File: src/rtl/uart_cmd_responder.sv
// ============================================================================
// Module   : uart_cmd_responder
// Brief    : UART byte-stream command decoder giving a debugger single 32-bit
//            register reads/writes on a ready-handshaked bus.
//            Optional frame checksums enabled by UART_CMD_CHECKSUM_EN.
// Revision : 1.0 - initial release
// ============================================================================
`default_nettype none

module uart_cmd_responder #(
  parameter int ADDR_W      = 8,
  parameter int TIMEOUT     = 100000,
  parameter int BUS_TIMEOUT = 1024
) (
  input  logic              clk,
  input  logic              rst,
  input  logic              rx_valid,
  input  logic [7:0]        rx_data,
  input  logic              rx_err,
  output logic              tx_start,
  output logic [7:0]        tx_data,
  input  logic              tx_busy,
  output logic [ADDR_W-1:0] bus_addr,
  output logic [31:0]       bus_wdata,
  output logic              bus_wen,
  output logic              bus_ren,
  input  logic [31:0]       bus_rdata,
  input  logic              bus_ready,
  output logic              busy
);

  localparam logic [7:0] c_CMD_WR = 8'h57;
  localparam logic [7:0] c_CMD_RD = 8'h52;
  localparam logic [7:0] c_ACK    = 8'h06;
  localparam logic [7:0] c_NAK    = 8'h15;
  localparam int         c_TO_W   = $clog2(TIMEOUT + 1);
  localparam int         c_BT_W   = $clog2(BUS_TIMEOUT + 1);
  localparam logic [c_TO_W-1:0] c_TO_MAX = c_TO_W'(TIMEOUT - 1);
  localparam logic [c_BT_W-1:0] c_BT_MAX = c_BT_W'(BUS_TIMEOUT - 1);
`ifdef UART_CMD_CHECKSUM_EN
  localparam logic [2:0] c_CS_LEN = 3'd1;
`else
  localparam logic [2:0] c_CS_LEN = 3'd0;
`endif

  typedef enum logic [2:0] {
    S_IDLE      = 3'd0,
    S_GET_ADDR  = 3'd1,
    S_GET_DATA  = 3'd2,
    S_BUS_ACC   = 3'd3,
    S_SEND      = 3'd4,
    S_SEND_WAIT = 3'd5
  } state_t;

  state_t              r_state, w_state_nxt;
  logic                r_is_wr, w_is_wr_nxt;
  logic [2:0]          r_cnt, w_cnt_nxt;
  logic [c_TO_W-1:0]   r_to_cnt, w_to_nxt;
  logic [c_BT_W-1:0]   r_bt_cnt, w_bt_nxt;
  logic [ADDR_W-1:0]   r_addr, w_addr_nxt;
  logic [31:0]         r_wdata, w_wdata_nxt;
  logic [31:0]         r_resp, w_resp_nxt;
  logic [2:0]          r_len, w_len_nxt;
  logic [2:0]          r_idx, w_idx_nxt;
  logic                r_tx_start, w_tx_start_nxt;
  logic [2:0]          w_total;
`ifdef UART_CMD_CHECKSUM_EN
  logic [7:0]          r_csum, w_csum_nxt;
  logic [7:0]          w_resp_cs;
  logic [2:0]          w_last;
`endif

  assign w_total   = r_len + c_CS_LEN;
  assign busy      = (r_state != S_IDLE);
  assign tx_start  = r_tx_start;
  assign bus_addr  = r_addr;
  assign bus_wdata = r_wdata;
  assign bus_wen   = (r_state == S_BUS_ACC) &&  r_is_wr;
  assign bus_ren   = (r_state == S_BUS_ACC) && !r_is_wr;

`ifdef UART_CMD_CHECKSUM_EN
  // Trailing request byte index: after 4 data bytes for a write, right after addr for a read.
  assign w_last    = r_is_wr ? 3'd4 : 3'd0;
  assign w_resp_cs = (r_len == 3'd1) ? r_resp[7:0]
                   : (r_resp[7:0] ^ r_resp[15:8] ^ r_resp[23:16] ^ r_resp[31:24]);
  assign tx_data   = (r_idx == r_len) ? w_resp_cs : r_resp[{r_idx[1:0], 3'b000} +: 8];
`else
  assign tx_data   = r_resp[{r_idx[1:0], 3'b000} +: 8];
`endif

  always_ff @(posedge clk or posedge rst) begin
    if (rst) begin
      r_state    <= S_IDLE;
      r_is_wr    <= 1'b0;
      r_cnt      <= '0;
      r_to_cnt   <= '0;
      r_bt_cnt   <= '0;
      r_addr     <= '0;
      r_wdata    <= '0;
      r_resp     <= '0;
      r_len      <= '0;
      r_idx      <= '0;
      r_tx_start <= 1'b0;
`ifdef UART_CMD_CHECKSUM_EN
      r_csum     <= '0;
`endif
    end else begin
      r_state    <= w_state_nxt;
      r_is_wr    <= w_is_wr_nxt;
      r_cnt      <= w_cnt_nxt;
      r_to_cnt   <= w_to_nxt;
      r_bt_cnt   <= w_bt_nxt;
      r_addr     <= w_addr_nxt;
      r_wdata    <= w_wdata_nxt;
      r_resp     <= w_resp_nxt;
      r_len      <= w_len_nxt;
      r_idx      <= w_idx_nxt;
      r_tx_start <= w_tx_start_nxt;
`ifdef UART_CMD_CHECKSUM_EN
      r_csum     <= w_csum_nxt;
`endif
    end
  end

  always_comb begin
    w_state_nxt    = r_state;
    w_is_wr_nxt    = r_is_wr;
    w_cnt_nxt      = r_cnt;
    w_to_nxt       = '0;
    w_bt_nxt       = '0;
    w_addr_nxt     = r_addr;
    w_wdata_nxt    = r_wdata;
    w_resp_nxt     = r_resp;
    w_len_nxt      = r_len;
    w_idx_nxt      = r_idx;
    w_tx_start_nxt = 1'b0;
`ifdef UART_CMD_CHECKSUM_EN
    w_csum_nxt     = r_csum;
`endif
    case (r_state)
      S_IDLE: begin
        w_idx_nxt = '0;
        if (!rx_err && rx_valid) begin
`ifdef UART_CMD_CHECKSUM_EN
          w_csum_nxt = rx_data;
`endif
          if (rx_data == c_CMD_WR || rx_data == c_CMD_RD) begin
            w_is_wr_nxt = (rx_data == c_CMD_WR);
            w_state_nxt = S_GET_ADDR;
          end else begin
            w_resp_nxt  = {24'd0, c_NAK};
            w_len_nxt   = 3'd1;
            w_state_nxt = S_SEND;
          end
        end
      end
      S_GET_ADDR: begin
        if (rx_err) begin
          w_state_nxt = S_IDLE;
        end else if (rx_valid) begin
          w_addr_nxt = ADDR_W'(rx_data);
          w_cnt_nxt  = '0;
`ifdef UART_CMD_CHECKSUM_EN
          w_csum_nxt  = r_csum ^ rx_data;
          w_state_nxt = S_GET_DATA;
`else
          w_state_nxt = r_is_wr ? S_GET_DATA : S_BUS_ACC;
`endif
        end else if (r_to_cnt == c_TO_MAX) begin
          w_state_nxt = S_IDLE;
        end else begin
          w_to_nxt = r_to_cnt + 1'b1;
        end
      end
      S_GET_DATA: begin
        if (rx_err) begin
          w_state_nxt = S_IDLE;
        end else if (rx_valid) begin
`ifdef UART_CMD_CHECKSUM_EN
          if (r_cnt == w_last) begin
            if (rx_data == r_csum) begin
              w_state_nxt = S_BUS_ACC;
            end else begin
              w_resp_nxt  = {24'd0, c_NAK};
              w_len_nxt   = 3'd1;
              w_state_nxt = S_SEND;
            end
          end else begin
            w_wdata_nxt[{r_cnt[1:0], 3'b000} +: 8] = rx_data;
            w_csum_nxt = r_csum ^ rx_data;
            w_cnt_nxt  = r_cnt + 3'd1;
          end
`else
          w_wdata_nxt[{r_cnt[1:0], 3'b000} +: 8] = rx_data;
          w_cnt_nxt = r_cnt + 3'd1;
          if (r_cnt == 3'd3) w_state_nxt = S_BUS_ACC;
`endif
        end else if (r_to_cnt == c_TO_MAX) begin
          w_state_nxt = S_IDLE;
        end else begin
          w_to_nxt = r_to_cnt + 1'b1;
        end
      end
      S_BUS_ACC: begin
        if (bus_ready) begin
          w_resp_nxt  = r_is_wr ? {24'd0, c_ACK} : bus_rdata;
          w_len_nxt   = r_is_wr ? 3'd1 : 3'd4;
          w_state_nxt = S_SEND;
        end else if (r_bt_cnt == c_BT_MAX) begin
          w_resp_nxt  = {24'd0, c_NAK};
          w_len_nxt   = 3'd1;
          w_state_nxt = S_SEND;
        end else begin
          w_bt_nxt = r_bt_cnt + 1'b1;
        end
      end
      S_SEND: begin
        // Request is raised only while the transmitter is idle and dropped once it accepts.
        if (r_tx_start && tx_busy) begin
          w_state_nxt = S_SEND_WAIT;
        end else begin
          w_tx_start_nxt = !tx_busy;
        end
      end
      S_SEND_WAIT: begin
        if (!tx_busy) begin
          w_idx_nxt   = r_idx + 3'd1;
          w_state_nxt = (r_idx + 3'd1 == w_total) ? S_IDLE : S_SEND;
        end
      end
      default: w_state_nxt = S_IDLE;
    endcase
  end

endmodule

`default_nettype wire

File: config.mk
export PLATFORM = sky130hd
export DESIGN_NAME = uart_cmd_responder
export DESIGN_NICKNAME = d
export VERILOG_FILES = /design/src/rtl/uart_cmd_responder.sv
export SDC_FILE = /design/constraint.sdc
export NUM_CORES = 1
export LEC_CHECK = 0
export ABC_AREA = 1
export BUFFER_PORTS_ARGS = -buffer_cell sky130_fd_sc_hd__buf_2
export CAP_MARGIN = 40
export CORE_MARGIN = 4
export CORE_UTILIZATION = 56
export CTS_CLUSTER_DIAMETER = 30
export DETAILED_ROUTE_END_ITERATION = 7
export GPL_TIMING_DRIVEN = 0
export PLACE_DENSITY_LB_ADDON = 0.15
export SYNTH_ARGS = -nofsm -noshare
export SYNTH_HDL_FRONTEND = slang
export SYNTH_SLANG_ARGS = --single-unit
File: constraint.sdc
create_clock -name clk -period 3.6 [get_ports clk]
set_input_delay 0.36 -clock clk [delete_from_list [all_inputs] [get_ports clk]]
set_output_delay 0.36 -clock clk [all_outputs]
set_load 0.02 [all_outputs]
==> metrics <==
Hold Crit Class input port to flip-flop; DP HPWL 9.77 mm; commonest cells in the netlist nand2_1 (200), dfrtp_1 (113), nor2_1 (70), inv_1 (56), o21ai_0 (56); Syn Nets around 720; Synth Area per Inst between 8 and 9 µm²; Sink Count approximately 110; crit-path leading delay family buffers and inverters; first-pass GRT wire length 22.9 mm; DR vias between 4000 and 5000; most common cell in the netlist nand2_1; # resized after CTS 0; Initial Utilization 0.571; Top FF cell, synth dfrtp_1; Tot GR Track Use 0.251; worst-margin pin slew 0.708 ns; flops & latches, synth around 110; DP Worst Slack 1.33 ns; cells after synthesis 666; Net count, final 840; final setup vio count 0; largest family of logic cells by synthesized area simple AND/OR/NAND/NOR gates; Yosys warning total 0; Synth area leader dfrtp_1; Die Width about 110 µm; CTS Hold Bufs 1; Max-cap violations 0; port bufs 97; Synth Area in Simple Gates 0.290; Post-Synth XOR/XNOR Area 0.0142; Worst Setup Slack, final about 0.89 ns; clock buffer depth 2; routed vias/inst between 5 and 6; sequential fraction of the synthesis area 0.511; worst-path maximum fanout 10; fill count a little under 800; largest net degree at the start of global routing 60; Root Driver clkbuf_8; overall power between 4 and 5 mW; Synth Area in Adders 0.0226; Final TNS setup 0 ns; IO Count 98; switching pwr 1.51 mW; status finished, final reports clean; unrepaired setup endpoints after global routing false; DR WL/cell 14.9 µm; CP peak stage delay 0.40 ns; Layout area overhead 22.4%; EDFF count, synth 0; Final period util 0.753; core footprint between 9000 and 10000 µm²; Cell Int Power roughly 2.8 mW; post-synthesis cell type count 43; mapped cell area roughly 5500 µm²; share of layout cells above drive strength 1 0.219; Logic pwr share 0.287; Slew Limit Headroom 0.528; complex-gate fraction of the synthesized area 0.0886; FMAX approximately 370 MHz; Synth area leaders dfrtp_1 (51%), nand2_1 (14%), o21ai_0 (5.1%); routability cong. ~0.86; Worst setup SP type flip-flop; number of global-route vias before repair between 4000 and 5000; Worst Hold Margin between 0.04 and 0.05 ns; slowest CP cell dfrtp_1; Async SR Flop Fraction 1.00; total CTS buffers 17; sequential share of power 0.351; Top cell by count, worst path clkbuf_1; residual DRC count 0; Die ar. 11500 µm²; CP endpoint kind primary output; Routed Antenna Nets 0; row count 36; Arr. time, crit path ~2.4 ns; Clk Latency, worst-skew pair approximately 0.5 ns; clock slew at reported path FFs ~0.050 ns; final hold vios 0; antenna violations before repair 0; Routed WL between 10 and 15 mm; DRT Pass-1 Iters 5; GRT overflow 0; post-layout minimum cycle time between 2 and 3 ns; H-tree depth 4; Worst VDD drop 0.414 mV; number of buffers and inverters on the critical path 4; share of the synthesized area in the top cell type 0.511; leakage power approximately 3.6 nW; ant diodes 0; CP Class flip-flop to primary output; crit path cell chain clkbuf_1 > inv_1 > clkbuf_1 > o21ai_0 > o22ai_1 > buf_2; clock power share 0.362; die height 107 µm; multiplexer share of the synthesized area 0.0102; required time worst endpoint 3.24 ns; post-CTS setup buffer count 0; Initial DRC Count 357; Slew Viols, Final 0; Worst Skew about 0.0080 ns; CTS tree built; Power Dens Cells roughly 630 nW/µm²; Switching Share 0.353
==> per-layer routing <==
metal,global-route usage,part of all wire,up-vias
met5,0,0,-
met4,0.131,0.036,0
met3,0.0474,0.058,54
met2,0.406,0.48,174
met1,0.322,0.42,2358
li1,-,-,2383
==> cell usage in the layout, fill, tap and decap left out, types with 4 or more instances in the layout <==
master and count:
a21oi_1 11, buf_2 100, buf_6 6, clkbuf_1 7
clkbuf_16 16, clkbuf_8 6, dfrtp_1 113, ha_1 10
inv_1 55, inv_2 4, mux2_2 5, nand2_1 200
nand3_1 42, nor2_1 70, nor2_2 4, nor3_1 21
o21ai_0 56, o22ai_1 9, xnor2_1 5, xor2_1 4
==> metrics by stage <==
step           utilization  cells  instance area [µm²]
2_1_floorplan            -    666                 5530
3_3_place_gp         0.639    896                 6180
3_5_place_dp         0.642    897                 6210
4_1_cts              0.699    928                 6770
5_1_grt              0.699    928                 6770
6_report             0.699    928                 6770
==> power by group through the flow <==
| stage | registers [mW] | clock network [mW] | logic, mW |
|---|---|---|---|
| after CTS | 1.50 | 1.57 | 1.23 |
| after global routing | 1.52 | 1.63 | 1.36 |
| after floorplan | 1.56 | 0 | 0.799 |
| final | 1.50 | 1.55 | 1.23 |
| after global placement | 1.51 | 0 | 1.19 |
| after detailed placement | 1.52 | 0 | 1.22 |
==> registers in the layout (all words and copies together), names as in the netlist <==
| signal | count |
|---|---|
| r_bt_cnt | 11 |
| r_idx | 3 |
| r_cnt | 3 |
| bus_addr | 8 |
| r_is_wr | 1 |
| bus_wdata | 32 |
| tx_start | 1 |
| r_state | 3 |
| r_to_cnt | 17 |
| r_len | 2 |
| r_resp | 32 |
==> cell families (layout without fill, tap and decap cells) <==
kind of cell               count (synthesis)  count (layout)
DFF                                      113             113
adders and majority gates                 10              10
buffers and inverters                     78             207
and+or+nand+nor                          362             362
xor gates and xnor gates                   9               9
muxes                                      5               5
AOI/OAI and AO/OA                         89              89
==> final timing paths <==
check | from | endpoint | slack (ns) | depth (start not counted)
max reg2reg | r_cnt[0] | bus_wdata[18] | 1.27 | 8
max in group asynchronous | rst | r_to_cnt[10] | 2.38 | 4
min in group asynchronous | rst | r_resp[13] | 0.50 | 3
min reg2reg | r_to_cnt[0] | r_to_cnt[0] | 0.45 | 1
min | bus_rdata[19] | r_resp[19] | 0.05 | 3
max | r_idx[0] | tx_data[7] | 0.89 | 6
==> final cells by class <==
cell class                      count  area, µm²  share of cell area
Buffer                             15        108              0.0159
Tap cell                          133        166              0.0246
Timing Repair Buffer               99        523              0.0772
Clock buffer                       25        494              0.0730
Sequential cell                   113       2830               0.418
Inverter                           63        244              0.0360
Multi-Input combinational cell    475       2360               0.348
Clock inverter                      5       52.6             0.00776
==> tightest hold or removal path, cell delays in order <==
cell and delay (ns):
buf_2 0.07, nand2_1 0.04, nand2_1 0.05
No activity file was read; power rests on OpenSTA's default activity.
